`config.mk`:
```
export PLATFORM = sky130hd
export DESIGN_NAME = mag_cmp_seq
export DESIGN_NICKNAME = d
export VERILOG_FILES = /design/src/rtl/mag_cmp_seq.sv
export SDC_FILE = /design/constraint.sdc
export NUM_CORES = 1
export LEC_CHECK = 0
export ABC_AREA = 1
export BUFFER_PORTS_ARGS = -buffer_cell sky130_fd_sc_hd__buf_2
export CORE_MARGIN = 1.5
export CORE_UTILIZATION = 50
export CTS_BUF_LIST = sky130_fd_sc_hd__clkbuf_4
export DETAILED_ROUTE_END_ITERATION = 10
export MAX_ROUTING_LAYER = met4
export PLACE_DENSITY = 0.84
export SETUP_SLACK_MARGIN = 0.5
export SLEW_MARGIN = 20
export SYNTH_ARGS = -nofsm -noshare
export SYNTH_HDL_FRONTEND = slang
export SYNTH_HIERARCHICAL = 1
export SYNTH_SLANG_ARGS = --single-unit
```
`constraint.sdc`:
```
create_clock -name clk -period 4.4 [get_ports clk]
set_clock_uncertainty 0.05 [all_clocks]
set_input_delay 0.44 -clock clk [delete_from_list [all_inputs] [get_ports clk]]
set_output_delay 0.44 -clock clk [all_outputs]
set_load 0.02 [all_outputs]
```
`src/rtl/mag_cmp_seq.sv`:
```
// mag_cmp_seq: sequential magnitude comparator that scans two WIDTH-bit
// operands CHUNK bits per cycle, most significant chunk first, and stops at
// the first chunk that differs. Results (eq/lt/gt) are registered and held
// until the deciding cycle of the next comparison.
//
// Build option: define MAG_CMP_SEQ_SIGNED_EN to add the sgn input, which
// selects two's-complement ordering by inverting the operand MSBs in the
// top chunk. Without the macro the port is absent and ordering is unsigned.
//
// WIDTH must be a multiple of CHUNK.

// One 1-bit equal/greater cell of the chunk comparison chain.
module mag_cmp_bit (
  input  logic a,
  input  logic b,
  input  logic eq_in,
  input  logic gt_in,
  output logic eq_out_c,
  output logic gt_out_c
);

  // Greater is decided by the first (most significant) differing bit.
  assign gt_out_c = gt_in | (eq_in & a & ~b);
  assign eq_out_c = eq_in & ~(a ^ b);

endmodule

module mag_cmp_seq #(
  parameter int unsigned WIDTH = 16,
  parameter int unsigned CHUNK = 4
) (
  input  logic             clk,
  input  logic             rst_n,
  input  logic             start,
  input  logic [WIDTH-1:0] x,
  input  logic [WIDTH-1:0] y,
`ifdef MAG_CMP_SEQ_SIGNED_EN
  input  logic             sgn,
`endif
  output logic             busy,
  output logic             done,
  output logic             eq,
  output logic             lt,
  output logic             gt
);

  localparam int unsigned NCHUNK = WIDTH / CHUNK;
  localparam int unsigned IW     = (NCHUNK > 1) ? $clog2(NCHUNK) : 1;
  localparam logic [IW-1:0] IDX_TOP = IW'(NCHUNK - 1);

  typedef enum logic [1:0] {
    IDLE = 2'd0,
    SCAN = 2'd1,
    DONE = 2'd2
  } state_t;

  state_t           state_q, state_d;
  logic [WIDTH-1:0] xs_q, xs_d;
  logic [WIDTH-1:0] ys_q, ys_d;
  logic [IW-1:0]    idx_q, idx_d;
  logic             busy_d, done_d, eq_d, lt_d, gt_d;

  logic             top_inv_c;
  logic [CHUNK-1:0] xa_c, yb_c;
  logic [CHUNK:0]   eq_chain, gt_chain;
  logic             slice_eq_c, slice_gt_c;

`ifdef MAG_CMP_SEQ_SIGNED_EN
  logic sgn_q, sgn_d;

  // Signed ordering only alters the sign bits of the top chunk.
  assign top_inv_c = sgn_q & (idx_q == IDX_TOP);
`else
  assign top_inv_c = 1'b0;
`endif

  // Current chunk: operands are shifted left so the active slice is always on top.
  always_comb begin
    xa_c = xs_q[WIDTH-1 -: CHUNK];
    yb_c = ys_q[WIDTH-1 -: CHUNK];
    if (top_inv_c) begin
      xa_c[CHUNK-1] = ~xa_c[CHUNK-1];
      yb_c[CHUNK-1] = ~yb_c[CHUNK-1];
    end
  end

  // Chain of 1-bit cells, seeded at the MSB end as "equal so far, not greater".
  assign eq_chain[CHUNK] = 1'b1;
  assign gt_chain[CHUNK] = 1'b0;

  for (genvar i = 0; i < CHUNK; i++) begin : g_cell
    mag_cmp_bit u_bit (
      .a        (xa_c[i]),
      .b        (yb_c[i]),
      .eq_in    (eq_chain[i+1]),
      .gt_in    (gt_chain[i+1]),
      .eq_out_c (eq_chain[i]),
      .gt_out_c (gt_chain[i])
    );
  end

  assign slice_eq_c = eq_chain[0];
  assign slice_gt_c = gt_chain[0];

  // State register and all registered outputs; reset discards any scan in flight.
  always_ff @(posedge clk or negedge rst_n) begin
    if (!rst_n) begin
      state_q <= IDLE;
      xs_q    <= '0;
      ys_q    <= '0;
      idx_q   <= '0;
      busy    <= 1'b0;
      done    <= 1'b0;
      eq      <= 1'b0;
      lt      <= 1'b0;
      gt      <= 1'b0;
`ifdef MAG_CMP_SEQ_SIGNED_EN
      sgn_q   <= 1'b0;
`endif
    end else begin
      state_q <= state_d;
      xs_q    <= xs_d;
      ys_q    <= ys_d;
      idx_q   <= idx_d;
      busy    <= busy_d;
      done    <= done_d;
      eq      <= eq_d;
      lt      <= lt_d;
      gt      <= gt_d;
`ifdef MAG_CMP_SEQ_SIGNED_EN
      sgn_q   <= sgn_d;
`endif
    end
  end

  // Next-state and next-output logic; results change only on a deciding SCAN cycle.
  always_comb begin
    state_d = state_q;
    xs_d    = xs_q;
    ys_d    = ys_q;
    idx_d   = idx_q;
    busy_d  = busy;
    done_d  = 1'b0;
    eq_d    = eq;
    lt_d    = lt;
    gt_d    = gt;
`ifdef MAG_CMP_SEQ_SIGNED_EN
    sgn_d   = sgn_q;
`endif

    unique case (state_q)
      IDLE: begin
        if (start) begin
          xs_d    = x;
          ys_d    = y;
          idx_d   = IDX_TOP;
`ifdef MAG_CMP_SEQ_SIGNED_EN
          sgn_d   = sgn;
`endif
          busy_d  = 1'b1;
          state_d = SCAN;
        end
      end

      SCAN: begin
        if (!slice_eq_c) begin
          eq_d    = 1'b0;
          gt_d    = slice_gt_c;
          lt_d    = ~slice_gt_c;
          done_d  = 1'b1;
          state_d = DONE;
        end else if (idx_q == '0) begin
          eq_d    = 1'b1;
          lt_d    = 1'b0;
          gt_d    = 1'b0;
          done_d  = 1'b1;
          state_d = DONE;
        end else begin
          idx_d = idx_q - IW'(1);
          xs_d  = xs_q << CHUNK;
          ys_d  = ys_q << CHUNK;
        end
      end

      DONE: begin
        busy_d  = 1'b0;
        state_d = IDLE;
      end

      default: begin
        busy_d  = 1'b0;
        state_d = IDLE;
      end
    endcase
  end

endmodule

```
==> reports/results.ini, run 1 <==
[critical_path]
startpoint = state_q[0]$_DFFE_PN0P_
critPathKind = reg2reg
ff2ff_setup_slack_ns = 2.01
r2r_start = state_q[0]$_DFFE_PN0P_
path_max_fanout = 38
startpoint_type = flip-flop
arrival_ns = 2.65
end_kind = flip-flop
r2r_end = xs_q[10]$_DFFE_PN0P_
crit_end = xs_q[10]$_DFFE_PN0P_
critPathRequiredTime_ns = 4.66
r2r_cells = 5

[clock_tree]
clock_path_buffers = 2
clk_pin_slew_ns = 0.13
clkSinkCount = 41
insertion_delay_ns = 0.37
numCtsBuffers = 5
holdBufCountCts = 0
ctsResizeCount = 0
root_buffer = clkbuf_4
cts_tree = yes
cts_setup_buffers = 0
htree_num_levels = 2

[power]
pwr-share-seq_pct = 44.5
combPwrFrac_pct = 43.3
ir_drop_v = 0.000350
internal-power_uw = 849
power_leakage_uw = 0.00139
switching_share_pct = 45.7
p_per_area_nw_per_um2 = 658
switchingPower_uw = 715
clockPowerShare_pct = 12.2
power_uw = 1560

[final_layout]
multiInputGateArea_um2 = 986
regArea_um2 = 1030
final_cells = 377
drive_gt1_share_pct = 17.1
area.growth.synth_to_final_pct = 9.13
final_nets = 363
fillers = 400
diodes = 0
postLayoutCoreUtil_pct = 58.2

[detailed_routing]
drt_pre_antenna_iters = 4
num_vias = 1916
ant_nets = 0
totalWireLength_mm = 4.47
drc = 0
wl_per_cell_um = 11.9
vias_per_cell = 5.08
drt-initial-drc-count = 117

[placement]
post-place-cells = 369
io_buffer_count = 39
dpl.hpwl_mm = 2.90
gp_congestion = 0.767

[floorplanning]
io_pins = 40
die_y_um = 69.0
rows = 23
dieArea_um2 = 4760
start_util_pct = 53.3
core_area_um2 = 4090
die_x_um = 69.0

[sta]
worst_pin_slew_ns = 0.879
rsz0062_at_grt = false
hold_viol_final = 0
fmax_ghz = 0.418
maxSlewViolCount = 0
max_slew_margin_pct = 41.4
setup_tns_ns = 0
period_needed_ns = 2.39
finalSetupViolCount = 0
post-route-period-util_pct = 54.4

[synth]
synth_top_area_share_pct = 47.1
synth_cells = 295
yosys_warnings = 6
synth_common_cells = nand2_1, nand3_1, dfrtp_1
netlist_top_cells_area = dfrtp_1, nand2_1, nand3_1, buf_6, inv_1
syn_avg_cell_area_um2 = 7.38
synth_most_common_cell = nand2_1
synth_area_leader_cell = dfrtp_1
postSynth.asyncResetShare_pct = 100
synth-edff-count = 0
yosys_register_bits = 41
yosys_most_used_dff = dfrtp_1
yosysSeqAreaShare_pct = 47.1
synthesis.area_um2 = 2180
ys_types = 21

[outcome]
outcome = completed

[hold_path]
min_path_type = in2async

[global_route]
grt_first_pass_wirelength_mm = 8.00
gr-usage-all-layers_pct = 21.2
grt_pass1_vias = 1891
grt_overflow = 0
grt_max_degree = 42
antenna_found_initial = 0

[flow_run]
cap_violations = 0

==> power by group through the flow <==
stage                     clock network (µW)  registers (µW)  logic [µW]
after floorplan                            0             674         588
after global placement                     0             692         655
after detailed placement                   0             701         680
after CTS                                195             694         682
after global routing                     209             721         791
final                                    191             696         677
==> sequential cells by signal, indices dropped and copies added (netlist names) <==
name     count
eq           1
state_q      2
ys_q        16
xs_q        16
gt           1
lt           1
done         1
idx_q        2
busy         1
==> per-layer routing <==
| metal | vias to the layer above | wire length, µm | global-route usage [%] |
|---|---|---|---|
| met2 | 52 | 2100 | 34.7 |
| li1 | 984 | - | - |
| met4 | 0 | 66 | 7.63 |
| met3 | 6 | 231 | 5.70 |
| met5 | - | 0 | - |
| met1 | 874 | 2070 | 25.1 |
==> cell usage in the layout (no fill, tap or decap), drive strengths merged <==
cell type,Yosys,final
ha,2,2
nand3,59,59
o21bai,4,4
clkinvlp,0,1
a21oi,1,1
buf,15,39
dfrtp,41,41
o21ai,1,1
or2,1,1
clkinv,0,2
nand2,143,143
nor2,11,11
inv,14,14
conb,2,3
clkbuf,1,5
==> worst min path at each step <==
stage                       end  slack (ns)  cells after the start
6_report         done$_DFF_PN0_        0.12                      1
5_1_grt          lt$_DFFE_PN0P_        0.19                      1
4_1_cts          done$_DFF_PN0_        0.16                      1
3_5_place_dp     lt$_DFFE_PN0P_        0.40                      2
3_3_place_gp     gt$_DFFE_PN0P_        0.40                      2
2_1_floorplan  busy$_DFFE_PN0P_        0.09                      0
==> worst max-delay path, cell delays in order (launching register included) <==
cell and delay (ns):
dfrtp_1 0.72, inv_2 0.22, nand3_2 0.61, nand2_4 0.54, nand2_1 0.10, nand2_1 0.08
==> kinds of logic after synthesis <==
group	count (synthesis)	synth area share, %
AOI/OAI and AO/OA	6	1.84
adders and majority gates	2	1.15
and+or+nand+nor	214	41.8
other	2	0.345
DFF	41	47.1
buffers and inverters	30	7.81
==> cell type report <==
cell class / count / area share [%]
inverter: 14 / 2.21
multi-input combinational: 225 / 41.5
sequential: 41 / 43.2
tap: 50 / 2.63
clock inverter: 3 / 0.737
clock buffer: 5 / 1.58
timing repair buffer: 39 / 8.21
==> per-stage QoR <==
| stage | hold slack [ns] | setup slack [ns] | area [µm²] |
|---|---|---|---|
| after global routing | 0.191 | 1.75 | 2380 |
| final | 0.120 | 2.01 | 2380 |
| after detailed placement | 0.403 | 2.08 | 2320 |
| after floorplan | 0.0944 | 2.56 | 2180 |
| after CTS | 0.156 | 2.04 | 2380 |
| after global placement | 0.400 | 2.12 | 2320 |
(Power assumes the default switching activity.)
==> run 2: changes to the inputs <==
PLACE_DENSITY = 0.87   (was 0.84)
clock period = 2.2 ns   (was 4.4 ns; I/O delays follow)
==> run 2 against run 1 <==
Against the previous run:
- global-route usage grew 3.2 points
- register-to-register slack worse by 1.9 ns
- non-clock buffer count grew 24
- total power increased by 120%
- first-iteration DRC count is 40% higher
- combinational power increased by 150%
- core utilization up 7.6 points
- clock power increased by 120%
- critical endpoint is now xs_q[6]$_DFFE_PN0P_
==> reports/results.ini, run 2 (synthesized netlist as in run 1, its figures left out) <==
[outcome]
outcome = completed

[sta]
rsz0062_at_grt = true
fmax_ghz = 0.475
timing.final.ws_setup_ns = 0.0957
worst_pin_slew_ns = 0.922
max_slew_margin_pct = 38.5
setup_tns_ns = 0
finalSetupViolCount = 0
post-route-period-util_pct = 95.7
maxSlewViolCount = 0
period_needed_ns = 2.10
timing.hold.ws_ns = 0.00463
hold_viol_final = 0

[floorplanning]
die_y_um = 69.0
io_pins = 40
core_area_um2 = 4090
die_x_um = 69.0
start_util_pct = 53.3
dieArea_um2 = 4760
rows = 23

[critical_path]
r2r_cells = 15
startpoint_type = flip-flop
r2r_start = ys_q[15]$_DFFE_PN0P_
arrival_ns = 2.32
critPathSlowestCell = dfrtp_1
end_kind = flip-flop
startpoint = ys_q[15]$_DFFE_PN0P_
crit_path_max_incr_delay_ns = 0.42
cp_num_buf_inv = 3
path_max_fanout = 8
critPathRequiredTime_ns = 2.42
ff2ff_setup_slack_ns = 0.1
critPathKind = reg2reg
critical_path.cell_chain = inv_1 > nor2_1 > nor2_2 > nand2_1 > nor2_2 > nand2_1 > nor2_2 > nand2_1 > nor2_2 > inv_2 > nor2_4 > nand2_4 > clkbuf_16 > nand3_1 > nand2_1
critPathTopFamily = simple AND/OR/NAND/NOR gates
r2r_end = xs_q[6]$_DFFE_PN0P_

[final_layout]
drive_gt1_share_pct = 24.8
area.growth.synth_to_final_pct = 23.3
top_regs = xs_q (16), ys_q (16)
final_common_cell = nand2_1
final_cell_mix = nand2_1, nand3_1, dfrtp_1, buf_2, buf_4
final_nets = 387
diodes = 0

[global_route]
grt_pass1_vias = 2038
grt_first_pass_wirelength_mm = 9.09
grt_overflow = 0
grt_max_degree = 42
antenna_found_initial = 0
gr-usage-all-layers_pct = 24.4

[power]
ir_drop_v = 0.000609
power_leakage_uw = 0.00154
p_per_area_nw_per_um2 = 1300
power_uw = 3490

[hold_path]
min_path_type = in2reg
whs_endpoint = xs_q[2]$_DFFE_PN0P_
hold_start = x[2]
min_delay_path_depth = 3

[placement]
place_ws_ns = 0.0786
io_buffer_count = 39
dpl.hpwl_mm = 3.24
gp_congestion = 0.816

[detailed_routing]
ant_nets = 0
num_vias = 2072
drt_pre_antenna_iters = 4
totalWireLength_mm = 5.40
drt-initial-drc-count = 164
drc = 0
vias_per_cell = 5.17
wl_per_cell_um = 13.5

[clock_tree]
clk_pin_slew_ns = 0.12
root_buffer = clkbuf_4
insertion_delay_ns = 0.36
htree_num_levels = 2
cts_tree = yes
clkSinkCount = 41
numCtsBuffers = 5
clock_path_buffers = 2

[flow_run]
cap_violations = 0

-- run 2: changes by cell type in the layout (fill, tap and decap cells not counted), moves of 2 or more --
cell and delta:
dlygate4sd3_1 +6, nand3_1 -2, nand2_1 -4, clkinv_2 -2, nor2_2 +4, clkbuf_4 +3, nand3_2 +2, nand2_2 +3
buf_8 +2, nor2_1 -5, buf_6 +3, buf_4 +12
-- run 2: layout make-up --
class / count / area [µm²]
clock buffers: 8 / 60.1
inverters: 14 / 52.6
well taps: 50 / 62.6
multi-input cells: 225 / 1050
fillers: 332 / 1400
repair buffers: 63 / 434
flip-flops and latches: 41 / 1030
-- run 2: repair_timing --
item                                   4_1_cts  5_1_grt
setup endpoints to repair                   40       40
pin swaps                                    3        0
hold buffers                                 6        0
resized for setup                           12       11
endpoints found under the hold margin       46        0
setup buffers                                9        2
gates cloned                                 0        1
-- run 2: worst max path at each step --
stage	cells past startpoint	end	slack (ns)
after floorplan	15	xs_q[13]$_DFFE_PN0P_	0.41
after global placement	15	xs_q[15]$_DFFE_PN0P_	0.23
after detailed placement	16	idx_q[1]$_DFFE_PN0P_	0.08
after CTS	15	xs_q[11]$_DFFE_PN0P_	0.19
after global routing	15	ys_q[9]$_DFFE_PN0P_	-0.06
final	15	xs_q[6]$_DFFE_PN0P_	0.1
-- run 2: where the power goes --
group / leakage, µW / switching [µW] / internal, µW / total (µW)
clock network: 0.0000368 / 248 / 165 / 412
logic: 0.000995 / 1040 / 653 / 1690
registers: 0.000510 / 277 / 1110 / 1390
total: 0.00154 / 1570 / 1930 / 3490
-- run 2: layer usage --
metal	part of all wire [%]	track usage [%]	vias up
li1	-	-	1035
met1	42	30.0	952
met2	51	40.1	74
met3	5.4	5.56	11
met4	2.0	7.84	0
met5	0	-	-
-- run 2: per-stage QoR --
| stage | area [µm²] | util (%) | instances |
|---|---|---|---|
| finish | 2690 | 65.7 | 401 |
| detailed placement | 2370 | 58.0 | 375 |
| global placement | 2370 | 58.0 | 375 |
| CTS | 2600 | 63.7 | 398 |
| floorplan | 2190 | - | 296 |
| global route | 2690 | 65.7 | 401 |
-- run 2: worst min-delay path, delay by kind of cell --
family / cells / cell delay, ns
buffers and inverters: 1 / 0.07
and+or+nand+nor: 2 / 0.10
==> run 3: changes to the inputs <==
RECOVER_POWER = 100   (was unset)
==> run 3 against run 2 <==
Against the previous run:
- first-iteration DRC count increased by 7.3%
- global-route usage unchanged
- clock-buffer cell count unchanged
- core utilization decreased by 0.21 points
- critical endpoint is now lt$_DFFE_PN0P_
==> reports/results.ini, run 3 (synthesized netlist as in run 1, its figures left out) <==
[floorplanning]
rows = 23
die_y_um = 69.0
dieArea_um2 = 4760
start_util_pct = 53.3
die_x_um = 69.0
io_pins = 40
core_area_um2 = 4090

[detailed_routing]
vias_per_cell = 5.12
drt_pre_antenna_iters = 4
wl_per_cell_um = 13.6
num_vias = 2054
totalWireLength_mm = 5.45
ant_nets = 0
drt-initial-drc-count = 176
drc = 0

[global_route]
grt_overflow = 0
grt_first_pass_wirelength_mm = 9.09
antenna_found_initial = 0
gr-usage-all-layers_pct = 24.4
grt_max_degree = 42
grt_pass1_vias = 2038

[sta]
hold_viol_final = 0
fmax_ghz = 0.474
max_slew_margin_pct = 31.3
post-route-period-util_pct = 96.0
finalSetupViolCount = 0
maxSlewViolCount = 0
period_needed_ns = 2.11
setup_tns_ns = 0
worst_pin_slew_ns = 1.03
rsz0062_at_grt = true

[final_layout]
area.growth.synth_to_final_pct = 22.9
diodes = 0
top_regs = xs_q (16), ys_q (16)
final_nets = 387
drive_gt1_share_pct = 23.1
postLayoutCoreUtil_pct = 65.5
final_common_cell = nand2_1
final_cells = 401
final_cell_mix = nand2_1, nand3_1, dfrtp_1, buf_2, buf_4

[clock_tree]
numCtsBuffers = 5
insertion_delay_ns = 0.36
cts_tree = yes
htree_num_levels = 2
clock_path_buffers = 2
clk_pin_slew_ns = 0.12
root_buffer = clkbuf_4
clkSinkCount = 41

[critical_path]
path_max_fanout = 4
r2r_start = ys_q[15]$_DFFE_PN0P_
ff2ff_setup_slack_ns = 0.09
startpoint = ys_q[15]$_DFFE_PN0P_
end_kind = flip-flop
critPathKind = reg2reg
critPathRequiredTime_ns = 2.46
startpoint_type = flip-flop
arrival_ns = 2.37

[hold_path]
hold_start = x[2]
min_path_type = in2reg

[placement]
post-place-cells = 375
gp_congestion = 0.816
dpl.hpwl_mm = 3.24
io_buffer_count = 39

[flow_run]
cap_violations = 0

[power]
power_leakage_uw = 0.00153
ir_drop_v = 0.000605
p_per_area_nw_per_um2 = 1300

[outcome]
outcome = completed

[run 3: changes by cell type in the layout (fill, tap and decap cells not counted)]
| cell | change |
|---|---|
| clkbuf_2 | +1 |
| clkbuf_1 | +5 |
| buf_2 | -6 |
| nand2_2 | -1 |
| nand2_1 | +1 |
[run 3: cell type report]
cell class	count	area (µm²)
tap	50	62.6
timing repair buffer	63	428
clock buffer	8	60.1
sequential	41	1030
inverter	14	52.6
fill	336	1410
multi-input combinational	225	1050
[run 3: final timing paths]
check                           cells past startpoint                  end
worst max-delay path                               15       lt$_DFFE_PN0P_
min in group asynchronous                           2       done$_DFF_PN0_
worst min register to register                      2       gt$_DFFE_PN0P_
max in group asynchronous                           2  ys_q[6]$_DFFE_PN0P_
worst max register to register                     15       lt$_DFFE_PN0P_
worst min-delay path                                3  xs_q[2]$_DFFE_PN0P_
[run 3: report_power, final]
group	switching (µW)	total, µW	internal (µW)
Clock	246	411	165
Sequential	280	1390	1110
Combinational	1040	1680	638
[run 3: critical path: stages (launching register included)]
cell and delay (ns):
dfrtp_1 0.42, inv_1 0.11, nor2_1 0.07, nor2_2 0.15, nand2_1 0.08, nor2_2 0.11
nand2_1 0.08, nor2_2 0.12, nand2_1 0.08, nor2_2 0.12, inv_2 0.07, buf_4 0.13
or2_4 0.22, nand2_1 0.13, nand2_1 0.07, nand2_1 0.07
[run 3: stage by stage]
stage	hold WS [ns]	setup WS, ns	area (µm²)	total power [µW]
finish	0.0106	0.0886	2680	3480
global route	0.00904	-0.0606	2680	3790
CTS	0.00206	0.190	2600	3390
detailed placement	0.349	0.0786	2370	2840
global placement	0.347	0.231	2370	2760
floorplan	-0.126	0.407	2190	2530
[run 3: repair_timing]
action                     in CTS  in global routing
hold buffers                    6                  0
hold endpoints to repair       46                  0
gates resized for setup        12                 11
setup endpoints to repair      40                 40
setup buffers                   9                  2
gates cloned                    0                  1
pin swaps                       3                  0
[run 3: routing by layer]
| layer | wire [µm] | global-route usage (%) | share of wire, % | vias up |
|---|---|---|---|---|
| li1 | - | - | - | 1036 |
| met1 | 2370 | 30.0 | 44 | 947 |
| met2 | 2750 | 40.1 | 50 | 67 |
| met3 | 272 | 5.56 | 5.0 | 4 |
| met4 | 54 | 7.84 | 0.99 | 0 |
| met5 | 0 | - | 0 | - |
